--- config.mk ---
export PLATFORM = sky130hd
export DESIGN_NAME = host_specific_top_tx_to_host
export DESIGN_NICKNAME = d
export VERILOG_FILES = /design/src/rtl/host_specific_top_tx_to_host.sv
export SDC_FILE = /design/constraint.sdc
export NUM_CORES = 1
export LEC_CHECK = 0
export BUFFER_PORTS_ARGS = -buffer_cell sky130_fd_sc_hd__buf_2
export CAP_MARGIN = 0
export CELL_PAD_IN_SITES_DETAIL_PLACEMENT = 0
export CELL_PAD_IN_SITES_GLOBAL_PLACEMENT = 1
export CORE_AREA = 2 2 121 111
export CTS_CLUSTER_SIZE = 16
export DETAILED_ROUTE_END_ITERATION = 6
export DIE_AREA = 0 0 123 113
export PLACE_DENSITY = 0.72
export SYNTH_ARGS = -nofsm -noshare
export SYNTH_HDL_FRONTEND = slang
export SYNTH_SLANG_ARGS = --single-unit
--- constraint.sdc ---
create_clock -name clk -period 2.47 [get_ports clk]
set_input_delay 0.3705 -clock clk [delete_from_list [all_inputs] [get_ports clk]]
set_output_delay 0.3705 -clock clk [all_outputs]
set_load 0.01 [all_outputs]
--- src/rtl/host_specific_top_tx_to_host.sv ---
// Radio-to-host return path: checks the framing of one received BLE packet, optionally
// removes the one-time pad, then streams a 5-byte UART frame over a valid/ready byte handshake.
module host_specific_top_tx_to_host #(
  parameter logic [15:0] OTP_KEY        = 16'hA5C3,
  parameter int          TIMEOUT_CYCLES = 64
) (
  input  logic         clk,
  input  logic         reset,
  input  logic [143:0] packet_in,
  input  logic         packet_valid,
  input  logic         encrypt_decrypt_passthrough,
  output logic         packet_ready,
  output logic [7:0]   tx_byte,
  output logic         tx_valid,
  input  logic         tx_ready,
  output logic         done,
  output logic         error
);

  typedef enum logic [1:0] {
    S_IDLE    = 2'd0,
    S_CHECK   = 2'd1,
    S_DECRYPT = 2'd2,
    S_SEND    = 2'd3
  } state_t;

  localparam int            TW      = $clog2(TIMEOUT_CYCLES + 1);
  localparam logic [TW-1:0] TO_LAST = TW'(TIMEOUT_CYCLES - 1);

  state_t        r_state, w_next_state;
  logic [15:0]   r_sync, r_payload, r_data;
  logic [3:0]    r_cmd;
  logic [7:0]    r_check;
  logic          r_pt;
  logic [2:0]    r_idx;
  logic [TW-1:0] r_timeout;
  logic          r_packet_ready, r_tx_valid, r_done, r_error;
  logic [7:0]    r_tx_byte;

  logic          w_xfer, w_frame_ok, w_timeout, w_last;
  logic [15:0]   w_data;
  logic [7:0]    w_tx_byte_n;
  logic          w_error_n;
  logic          w_unused;

  assign w_unused = ^{packet_in[123:120], packet_in[95:0]};

  function automatic logic [7:0] frame_byte(input logic [2:0] idx, input logic [3:0] cmd,
                                            input logic [15:0] data);
    case (idx)
      3'd0:    frame_byte = 8'h7E;
      3'd1:    frame_byte = {4'h0, cmd};
      3'd2:    frame_byte = data[15:8];
      3'd3:    frame_byte = data[7:0];
      3'd4:    frame_byte = {4'h0, cmd} ^ data[15:8] ^ data[7:0];
      default: frame_byte = 8'h00;
    endcase
  endfunction

  assign w_xfer     = (r_state == S_SEND) && r_tx_valid && tx_ready;
  assign w_last     = (r_idx == 3'd4);
  assign w_timeout  = (r_state == S_SEND) && !tx_ready && (r_timeout == TO_LAST);
  assign w_frame_ok = (r_sync == 16'hD391) && ((r_cmd == 4'h1) || (r_cmd == 4'h2)) &&
                      (r_check == (r_payload[15:8] ^ r_payload[7:0] ^ {r_cmd, 4'h0}));
  // Ack payloads and passthrough packets bypass the pad.
  assign w_data     = ((r_cmd == 4'h1) && !r_pt) ? (r_payload ^ OTP_KEY) : r_payload;

  always_ff @(posedge clk or posedge reset) begin
    if (reset) r_state <= S_IDLE;
    else       r_state <= w_next_state;
  end

  always_comb begin
    w_next_state = S_IDLE;
    case (r_state)
      S_IDLE:    w_next_state = packet_valid ? S_CHECK : S_IDLE;
      S_CHECK:   w_next_state = w_frame_ok ? S_DECRYPT : S_IDLE;
      S_DECRYPT: w_next_state = S_SEND;
      S_SEND: begin
        if (w_timeout)            w_next_state = S_IDLE;
        else if (w_xfer && w_last) w_next_state = S_IDLE;
        else                      w_next_state = S_SEND;
      end
      default:   w_next_state = S_IDLE;
    endcase
  end

  // Outputs are registered, so compute the values they take in the next cycle.
  always_comb begin
    w_tx_byte_n = 8'h00;
    if (r_state == S_DECRYPT) begin
      w_tx_byte_n = 8'h7E;
    end else if ((r_state == S_SEND) && (w_next_state == S_SEND)) begin
      w_tx_byte_n = w_xfer ? frame_byte(3'(r_idx + 3'd1), r_cmd, r_data) : r_tx_byte;
    end else begin
      w_tx_byte_n = 8'h00;
    end
    w_error_n = r_error;
    case (r_state)
      S_IDLE:    w_error_n = packet_valid ? 1'b0 : r_error;
      S_CHECK:   w_error_n = w_frame_ok ? r_error : 1'b1;
      S_DECRYPT: w_error_n = r_error;
      S_SEND:    w_error_n = w_timeout ? 1'b1 : r_error;
      default:   w_error_n = 1'b1;
    endcase
  end

  always_ff @(posedge clk or posedge reset) begin
    if (reset) begin
      r_packet_ready <= 1'b0;
      r_tx_valid     <= 1'b0;
      r_tx_byte      <= 8'h00;
      r_done         <= 1'b0;
      r_error        <= 1'b0;
    end else begin
      r_packet_ready <= (w_next_state == S_IDLE);
      r_tx_valid     <= (w_next_state == S_SEND);
      r_tx_byte      <= w_tx_byte_n;
      r_done         <= w_xfer && w_last;
      r_error        <= w_error_n;
    end
  end

  always_ff @(posedge clk or posedge reset) begin
    if (reset) begin
      r_sync    <= 16'h0000;
      r_cmd     <= 4'h0;
      r_payload <= 16'h0000;
      r_check   <= 8'h00;
      r_pt      <= 1'b0;
      r_data    <= 16'h0000;
      r_idx     <= 3'd0;
      r_timeout <= '0;
    end else begin
      if ((r_state == S_IDLE) && packet_valid) begin
        r_sync    <= packet_in[143:128];
        r_cmd     <= packet_in[127:124];
        r_payload <= packet_in[119:104];
        r_check   <= packet_in[103:96];
        r_pt      <= encrypt_decrypt_passthrough;
      end
      if (r_state == S_DECRYPT) begin
        r_data    <= w_data;
        r_idx     <= 3'd0;
        r_timeout <= '0;
      end else if (r_state == S_SEND) begin
        if (w_xfer) begin
          r_idx     <= 3'(r_idx + 3'd1);
          r_timeout <= '0;
        end else if (!tx_ready) begin
          r_timeout <= TW'(r_timeout + 1'b1);
        end
      end
    end
  end

  assign packet_ready = r_packet_ready;
  assign tx_valid     = r_tx_valid;
  assign tx_byte      = r_tx_byte;
  assign done         = r_done;
  assign error        = r_error;

endmodule

==> results of run 1 <==
final cells by class:
class,instances,share of cell area (%)
Multi-Input combinational cell,234,37.5
Clock inverter,5,1.71
Sequential cell,85,43.4
Clock buffer,11,4.96
Timing Repair Buffer,66,7.56
Tap cell,164,4.19
Inverter,8,0.690
worst max path at each step:
stage                        start          to  slack [ns]  depth (start not counted)
after floorplan           r_idx[0]  tx_byte[1]        0.51                          7
after global placement    r_idx[0]  tx_byte[3]        0.42                          7
after detailed placement  r_idx[0]  tx_byte[3]        0.42                          7
after CTS                 r_idx[0]  tx_byte[3]        0.39                          7
after global routing      r_idx[0]  tx_byte[3]        0.13                          7
final                     r_idx[0]  tx_byte[3]        0.36                          7
power groups by stage:
| stage | logic [uW] | clock network [uW] | registers [uW] |
|---|---|---|---|
| 2_1_floorplan | 1860 | 0 | 2390 |
| 3_3_place_gp | 2220 | 0 | 2570 |
| 3_5_place_dp | 2250 | 0 | 2610 |
| 4_1_cts | 2270 | 1490 | 2580 |
| 5_1_grt | 2530 | 1560 | 2660 |
| 6_report | 2230 | 1450 | 2570 |
state kept, by name, summed over array words and instances (netlist names), 3 cells and up:
| register | flops |
|---|---|
| r_check | 8 |
| r_idx | 3 |
| r_timeout | 7 |
| tx_byte | 8 |
| r_cmd | 4 |
| r_data | 16 |
| r_sync | 16 |
| r_payload | 16 |
critical path, cell delays in order, from the launching register on:
cell,delay [ns]
dfrtp_1,0.43
ha_1,0.24
ha_1,0.36
and2_1,0.24
a21oi_1,0.14
nor2b_1,0.06
o41ai_1,0.40
a21oi_1,0.12
through the flow:
stage	util (%)	instance area [um^2]	setup WS, ns
after detailed placement	36.3	4570	0.421
after global placement	36.3	4570	0.417
after CTS	38.9	4900	0.389
final	38.9	4900	0.359
after global routing	38.9	4900	0.134
after floorplan	-	4080	0.511
cell families after synthesis:
logic type               share of synthesized area (%)
buffers and inverters                             2.79
AND/OR/NAND/NOR                                   10.9
multiplexers                                      14.9
adder cells (fa/ha/maj)                           2.46
XOR/XNOR                                          8.17
AO/OA/AOI/OAI                                     8.54
flip-flops                                        52.2
layout by cell type (no fill, tap or decap), types with 2 or more instances in the layout:
cell type    n
a21oi_1     12
a221o_1      3
a22oi_1      4
and2_1       5
and3_1       2
buf_12       2
buf_2       60
buf_4        4
bufinv_16    2
clkbuf_16    9
clkinvlp_4   3
dfrtp_1     85
ha_1         8
inv_1        7
mux2_1      16
mux2_2      38
nand2_1     18
nand2b_1     3
nand3_1      8
nand4_1      3
nor2_1      16
nor2b_1      7
nor3_1       6
nor4_1       2
nor4b_1      2
o21a_1       2
o21ai_0      6
o21ai_1      8
o21bai_1     8
o22ai_1      2
o41ai_1      4
or3_1        2
xnor2_1     28
xor2_1      10
routing by layer:
| metal | routed length (um) | vias up | track usage (%) |
|---|---|---|---|
| met4 | 90 | 0 | 3.64 |
| met2 | 3920 | 53 | 20.4 |
| met3 | 336 | 9 | 2.97 |
| met1 | 4030 | 1307 | 17.9 |
| met5 | 0 | - | 0 |
| li1 | - | 1323 | - |
==> results.sh, run 1 <==
export IMPL_netSwitchingFraction_pct=33.9
export IMPL_wl_per_cell_um=14.6
export IMPL_synth_edff_count=0
export IMPL_synth_area_leaders="dfrtp_1 (52%), mux2_2 (11%), xnor2_1 (6.0%)"
export IMPL_hold_violations=0
export IMPL_grt_overflow=0
export IMPL_seqCellArea_um2=2130
export IMPL_r2r_end="tx_byte[3]"
export IMPL_setup_tns_final_ns=0
export IMPL_outcome="finished, final reports clean"
export IMPL_antenna_found_initial=0
export IMPL_clockRootBuffer="clkbuf_16"
export IMPL_pwr_share_comb_pct=35.7
export IMPL_yosysMostFrequentCell="dfrtp_1"
export IMPL_vdd_drop_max_v=0.000495
export IMPL_finClkSkew_ns=0.00657
export IMPL_synth_cell_types=40
export IMPL_p_clk_share_pct=23.2
export IMPL_grt_start_max_net_pins=47
export IMPL_fmax_mhz=474
export IMPL_drive_gt1_share_pct=30.6
export IMPL_synth_flop_cell="dfrtp_1"
export IMPL_path_max_fanout=8
export IMPL_worst_r2r_path_depth=7
export IMPL_endpoint_kind="register"
export IMPL_yosys_warnings=0
export IMPL_synth_fp_nets=502
export IMPL_r2r_start="r_idx[0]"
export IMPL_dieHeight_um=113
export IMPL_ff2ff_setup_slack_ns=0.36
export IMPL_hold_class="in -> async"
export IMPL_cp_start_kind="register"
export IMPL_rows=39
export IMPL_grt_pass1_vias=2818
export IMPL_ctsHoldBuffers=0
export IMPL_ys_seq_elements=85
export IMPL_initial_utilization_pct=32.4
export IMPL_p_int_uw=4130
export IMPL_syn_instance_count=345
export IMPL_drc_errors=0
export IMPL_clk_pin_slew_ns=0.06
export IMPL_drtPass1Iterations=4
export IMPL_initialDrtViolationCount=118
export IMPL_cts_inserted_buffers=9
export IMPL_p_total_uw=6250
export IMPL_via_per_inst=4.70
export IMPL_netlist_top_cells_count="dfrtp_1 (85), mux2_2 (38), xnor2_1 (28), nand2_1 (18)"
export IMPL_fillers=1235
export IMPL_min_period_over_period_pct=85.5
export IMPL_cts_sinks=85
export IMPL_cp_arrival_ns=2.32
export IMPL_ys_seq_area_share_pct=52.2
export IMPL_wl_um=8380
export IMPL_finalNonFillerCells=573
export IMPL_diodes=0
export IMPL_gp_congestion=0.740
export IMPL_cts_tree="yes"
export IMPL_rsz0062_at_grt="no"
export IMPL_core_um2=12600
export IMPL_postCtsSetupBuffers=0
export IMPL_cap_violations=0
export IMPL_syn_cell_area_um2=4080
export IMPL_worst_pin_slew_ns=0.618
export IMPL_cts_resized_gates=0
export IMPL_setup_viol_count_final=0
export IMPL_io_pins=161
export IMPL_final_antenna_net_count=0
export IMPL_min_period_ns=2.11
export IMPL_seq_power_share_pct=41.1
export IMPL_nNetsFinal=561
export IMPL_vias=2692
export IMPL_finalMaxSlewViolations=0
export IMPL_multiInputGateArea_um2=1840
export IMPL_die_w_um=123
export IMPL_ys_async_sr_fraction_pct=100
export IMPL_holdWs_ns=0.0861
export IMPL_io_buffers=60
export IMPL_synth_area_leader_cell="dfrtp_1"
export IMPL_track_usage_pct=12.9
export IMPL_syn2layout_area_growth_pct=20.2
export IMPL_p_sw_uw=2120
export IMPL_crit_type="reg -> reg"
export IMPL_cts_path_max_buffers=2
export IMPL_power_density_nw_per_um2=1280
export IMPL_synth_top_area_share_pct=52.2
export IMPL_dp_hpwl_um=6320
export IMPL_grt_pass1_wl_um=14100
export IMPL_htreeDepth=3
export IMPL_die_area_um2=13900
export IMPL_max_slew_margin_pct=58.8
export IMPL_p_leak_uw=0.00217
export IMPL_postSynthAreaPerCell_um2=11.8
export IMPL_dp_cells=557
export IMPL_clk_latency_ns=0.33
export IMPL_cp_required_ns=2.68
Note: power is estimated with default switching activity, not from simulation.
==> run 2, diff against run 1 <==
--- a/config.mk
+++ b/config.mk
@@ -9,11 +9,11 @@
 export CAP_MARGIN = 0
 export CELL_PAD_IN_SITES_DETAIL_PLACEMENT = 0
 export CELL_PAD_IN_SITES_GLOBAL_PLACEMENT = 1
-export CORE_AREA = 2 2 121 111
+export CORE_AREA = 2 2 114 105
 export CTS_CLUSTER_SIZE = 16
 export DETAILED_ROUTE_END_ITERATION = 6
-export DIE_AREA = 0 0 123 113
-export PLACE_DENSITY = 0.72
+export DIE_AREA = 0 0 116 107
+export PLACE_DENSITY = 0.77
 export SYNTH_ARGS = -nofsm -noshare
 export SYNTH_HDL_FRONTEND = slang
 export SYNTH_SLANG_ARGS = --single-unit
==> constraint.sdc (replaced) <==
create_clock -name clk -period 2.4 [get_ports clk]
set_input_delay 0.36 -clock clk [delete_from_list [all_inputs] [get_ports clk]]
set_output_delay 0.36 -clock clk [all_outputs]
set_load 0.01 [all_outputs]
==> run 2 against run 1 <==
Wire length down 1.7%. First-iteration DRC count decreased by 28%. Fmax down 3.7%. Worst setup slack lost 0.15 ns. Critical endpoint unchanged.
==> results.sh, run 2 (synthesized netlist as in run 1, its figures left out) <==
export IMPL_dieHeight_um=107
export IMPL_hold_class="in -> reg"
export IMPL_min_period_over_period_pct=91.3
export IMPL_setup_tns_final_ns=0
export IMPL_dp_hpwl_um=6090
export IMPL_vdd_drop_max_v=0.000452
export IMPL_nNetsFinal=563
export IMPL_final_antenna_net_count=0
export IMPL_clk_latency_ns=0.33
export IMPL_worst_r2r_path_depth=7
export IMPL_p_leak_uw=0.00217
export IMPL_drtPass1Iterations=4
export IMPL_finalNonFillerCells=567
export IMPL_wl_per_cell_um=14.5
export IMPL_grt_start_max_net_pins=44
export IMPL_io_buffers=60
export IMPL_via_per_inst=4.81
export IMPL_ctsHoldBuffers=1
export IMPL_antenna_found_initial=0
export IMPL_setup_viol_count_final=0
export IMPL_core_um2=11200
export IMPL_drive_gt1_share_pct=30.9
export IMPL_io_pins=161
export IMPL_max_slew_margin_pct=64.2
export IMPL_cp_required_ns=2.60
export IMPL_cp_start_kind="register"
export IMPL_grt_pass1_wl_um=13900
export IMPL_syn2layout_area_growth_pct=19.0
export IMPL_hold_violations=0
export IMPL_die_area_um2=12400
export IMPL_path_max_fanout=8
export IMPL_dp_cells=550
export IMPL_clk_pin_slew_ns=0.06
export IMPL_cp_arrival_ns=2.39
export IMPL_cts_resized_gates=0
export IMPL_worst_pin_slew_ns=0.536
export IMPL_layout_commonest_cell="dfrtp_1"
export IMPL_outcome="finished, final reports clean"
export IMPL_clockRootBuffer="clkbuf_16"
export IMPL_r2r_end="tx_byte[3]"
export IMPL_drc_errors=0
export IMPL_r2r_start="r_idx[0]"
export IMPL_grt_overflow=0
export IMPL_ff2ff_setup_slack_ns=0.21
export IMPL_crit_type="reg -> reg"
export IMPL_wl_um=8240
export IMPL_die_w_um=116
export IMPL_rsz0062_at_grt="no"
export IMPL_grt_pass1_vias=2822
export IMPL_rows=37
export IMPL_gp_congestion=0.817
export IMPL_power_density_nw_per_um2=1290
export IMPL_fmax_mhz=456
export IMPL_min_period_ns=2.19
export IMPL_vias=2725
export IMPL_cap_violations=0
export IMPL_cts_tree="yes"
export IMPL_postCtsSetupBuffers=0
export IMPL_cts_inserted_buffers=9
export IMPL_htreeDepth=3
export IMPL_cts_sinks=85
export IMPL_cts_path_max_buffers=2
export IMPL_finClkSkew_ns=0.00725
export IMPL_finalMaxSlewViolations=0
export IMPL_setup_worst_path_start="r_idx[0]"
export IMPL_reg_largest_list="r_data (16), r_payload (16), r_sync (16)"
export IMPL_mostFrequentLayoutCells="dfrtp_1 (85), buf_2 (60), mux2_2 (38)"
export IMPL_diodes=0
export IMPL_track_usage_pct=14.4
export IMPL_initialDrtViolationCount=85
export IMPL_cp_endpoint="tx_byte[3]"
export IMPL_initial_utilization_pct=36.4
export IMPL_endpoint_kind="register"
run 2: changes by cell type in the layout (fill, tap and decap cells not counted), sizes merged:
cell / before / now
clkinv: 1 / 4
clkbuf: 11 / 10
bufinv: 2 / 0
inv: 7 / 9
clkinvlp: 3 / 1
buf: 66 / 67
dlygate4sd3: 0 / 1
run 2: metal layers:
metal  wire, um  up-vias  share of wire (%)  global-route usage, %
met5          0        -                  0                      0
met4         84        0                1.0                   3.83
met3        340        7                4.1                   3.62
met2       3710       49                 45                   22.3
met1       4100     1331                 50                   20.2
li1           -     1338                  -                      -
run 2: layout make-up:
cell class,instances,area (um^2)
Sequential cell,85,2130
Timing Repair Buffer,68,375
Multi-Input combinational cell,234,1840
Tap cell,156,195
Inverter,8,33.8
Clock buffer,10,239
Clock inverter,6,45.0
Fill cell,1101,6350
run 2: where the power goes:
part	switching, uW	internal [uW]	leakage (uW)	total [uW]
Sequential	563	2060	0.00107	2630
Clock	575	737	0.000143	1310
Combinational	1070	1240	0.000956	2320
run 2: worst max-delay path, cell delays in order (launching register included):
cell and delay [ns]:
dfrtp_1 0.43, ha_1 0.24, ha_1 0.36, and2_1 0.24, a21oi_1 0.14, nor2b_1 0.06
o41ai_1 0.46, a21oi_1 0.13
run 2: worst min path at each step:
stage / start / endpoint / slack [ns] / depth (start not counted)
2_1_floorplan: r_timeout[5] / r_timeout[5] / 0.44 / 1
3_3_place_gp: reset / r_payload[7] / 0.31 / 2
3_5_place_dp: reset / r_payload[7] / 0.31 / 2
4_1_cts: packet_in[119] / r_payload[15] / 0.23 / 2
5_1_grt: packet_in[110] / r_payload[6] / 0.24 / 2
6_report: packet_in[119] / r_payload[15] / 0.23 / 2
run 2: metrics by stage:
| stage | cell area, um^2 | total power (uW) | setup slack [ns] | util (%) | hold WS (ns) |
|---|---|---|---|---|---|
| floorplan | 4080 | 4370 | 0.441 | - | 0.440 |
| global placement | 4560 | 4910 | 0.263 | 40.7 | 0.308 |
| detailed placement | 4560 | 5000 | 0.279 | 40.7 | 0.308 |
| CTS | 4850 | 6350 | 0.244 | 43.3 | 0.228 |
| global route | 4850 | 6740 | 0.0512 | 43.3 | 0.240 |
| finish | 4850 | 6260 | 0.208 | 43.3 | 0.235 |
==> run 3, diff against run 2 <==
--- a/config.mk
+++ b/config.mk
@@ -13,7 +13,7 @@
 export CTS_CLUSTER_SIZE = 16
 export DETAILED_ROUTE_END_ITERATION = 6
 export DIE_AREA = 0 0 116 107
-export PLACE_DENSITY = 0.77
+export PLACE_DENSITY_LB_ADDON = 0.1
 export SYNTH_ARGS = -nofsm -noshare
 export SYNTH_HDL_FRONTEND = slang
 export SYNTH_SLANG_ARGS = --single-unit
==> constraint.sdc (replaced) <==
create_clock -name clk -period 2.4 [get_ports clk]
set_input_delay 0.36 -clock clk [delete_from_list [all_inputs] [get_ports clk]]
set_output_delay 0.36 -clock clk [all_outputs]
set_load 0.05 [all_outputs]
==> run 3 against run 2 <==
Power grew 9.2%. Cell count decreased by 0.35%. Core utilization rose by 0.59 points. Clock skew hardly changed. Sequential cell count unchanged. Die area did not move. Wire length increased by 2.5%. Critical endpoint is now tx_byte[2]. Largest cell class unchanged.
==> results.sh, run 3 (synthesized netlist as in run 1, its figures left out) <==
export IMPL_hold_class="in -> async"
export IMPL_cts_inserted_buffers=9
export IMPL_cp_start_kind="register"
export IMPL_cts_tree="yes"
export IMPL_final_antenna_net_count=0
export IMPL_reg_largest_list="r_data (16), r_payload (16), r_sync (16)"
export IMPL_die_area_um2=12400
export IMPL_worst_pin_slew_ns=0.486
export IMPL_core_um2=11200
export IMPL_drtPass1Iterations=4
export IMPL_setup_slack_ns=0.261
export IMPL_p_total_uw=6830
export IMPL_htreeDepth=3
export IMPL_cts_resized_gates=0
export IMPL_die_w_um=116
export IMPL_vdd_drop_max_v=0.000519
export IMPL_via_per_inst=4.71
export IMPL_setup_worst_path_start="r_idx[0]"
export IMPL_rsz0062_at_grt="no"
export IMPL_r2r_start="r_idx[0]"
export IMPL_nNetsFinal=561
export IMPL_io_buffers=60
export IMPL_p_leak_uw=0.00219
export IMPL_worst_r2r_path_depth=7
export IMPL_grt_overflow=0
export IMPL_finClkSkew_ns=0.00696
export IMPL_seq_power_share_pct=38.6
export IMPL_ctsHoldBuffers=0
export IMPL_cp_endpoint="tx_byte[2]"
export IMPL_cts_path_max_buffers=2
export IMPL_outcome="finished, final reports clean"
export IMPL_fin_area_um2=4920
export IMPL_io_pins=161
export IMPL_initial_utilization_pct=36.4
export IMPL_vias=2660
export IMPL_p_sw_uw=2470
export IMPL_postCtsSetupBuffers=0
export IMPL_layout_commonest_cell="dfrtp_1"
export IMPL_grt_pass1_vias=2797
export IMPL_clk_pin_slew_ns=0.07
export IMPL_netSwitchingFraction_pct=36.1
export IMPL_cts_sinks=85
export IMPL_clockRootBuffer="clkbuf_16"
export IMPL_cp_arrival_ns=2.35
export IMPL_r2r_end="tx_byte[2]"
export IMPL_place_area_um2=4560
export IMPL_grt_start_max_net_pins=47
export IMPL_min_period_ns=2.14
export IMPL_wl_um=8440
export IMPL_setup_viol_count_final=0
export IMPL_pwr_share_comb_pct=37.1
export IMPL_grt_pass1_wl_um=14700
export IMPL_hold_violations=0
export IMPL_min_period_over_period_pct=89.1
export IMPL_antenna_found_initial=0
export IMPL_rows=37
export IMPL_crit_type="reg -> reg"
export IMPL_endpoint_kind="register"
export IMPL_p_int_uw=4360
export IMPL_cap_violations=0
export IMPL_dp_hpwl_um=6110
export IMPL_ff2ff_setup_slack_ns=0.26
export IMPL_dp_slack_ns=0.314
export IMPL_mostFrequentLayoutCells="dfrtp_1 (85), buf_2 (60), mux2_2 (38)"
export IMPL_gp_congestion=0.710
export IMPL_power_density_nw_per_um2=1390
export IMPL_drc_errors=0
export IMPL_path_max_fanout=8
export IMPL_syn2layout_area_growth_pct=20.7
export IMPL_diodes=0
export IMPL_setup_tns_final_ns=0
export IMPL_wl_per_cell_um=14.9
export IMPL_initialDrtViolationCount=134
export IMPL_drive_gt1_share_pct=30.8
export IMPL_finalMaxSlewViolations=0
export IMPL_cp_required_ns=2.61
export IMPL_fmax_mhz=467
export IMPL_p_clk_share_pct=24.3
export IMPL_max_slew_margin_pct=67.6
export IMPL_dieHeight_um=107
export IMPL_clk_latency_ns=0.34
export IMPL_track_usage_pct=15.7
-- run 3: layout make-up --
cell class	count	area, um^2
Sequential cell	85	2130
Clock inverter	6	116
Multi-Input combinational cell	234	1840
Inverter	8	33.8
Tap cell	156	195
Fill cell	1113	6290
Clock buffer	10	239
Timing Repair Buffer	66	370
-- run 3: through the flow --
| stage | hold slack (ns) | instances | utilization, % |
|---|---|---|---|
| CTS | 0.0498 | 565 | 43.9 |
| global placement | 0.424 | 549 | 40.7 |
| global route | 0.0651 | 565 | 43.9 |
| detailed placement | 0.422 | 549 | 40.7 |
| finish | 0.0365 | 565 | 43.9 |
| floorplan | 0.440 | 345 | - |
-- run 3: metal layers --
metal | vias up | global-route usage (%) | routed length, um
li1 | 1331 | - | -
met3 | 11 | 5.20 | 410
met2 | 48 | 22.4 | 3580
met5 | - | 0 | 0
met1 | 1270 | 22.6 | 4340
met4 | 0 | 4.85 | 109
-- run 3: worst min-delay path by stage --
stage	from	endpoint	slack, ns	cells after the start
5_1_grt	reset	r_payload[0]	0.07	2
6_report	reset	r_payload[15]	0.04	2
2_1_floorplan	r_timeout[5]	r_timeout[5]	0.44	1
3_3_place_gp	reset	r_payload[15]	0.42	2
4_1_cts	reset	r_payload[15]	0.05	2
3_5_place_dp	reset	r_payload[15]	0.42	2
-- run 3: power by group through the flow --
stage / Combinational [uW] / Clock (uW) / Sequential (uW)
floorplan: 1910 / 0 / 2700
global placement: 2550 / 0 / 2660
detailed placement: 2560 / 0 / 2680
CTS: 2580 / 1700 / 2660
global route: 2850 / 1780 / 2760
finish: 2540 / 1660 / 2630
-- run 3: worst max-delay path, stage by stage, from the launching register on --
cell,delay [ns]
dfrtp_1,0.42
ha_1,0.24
ha_1,0.36
and2_1,0.25
a21oi_1,0.15
nor2b_1,0.06
o41ai_1,0.41
a21oi_1,0.12
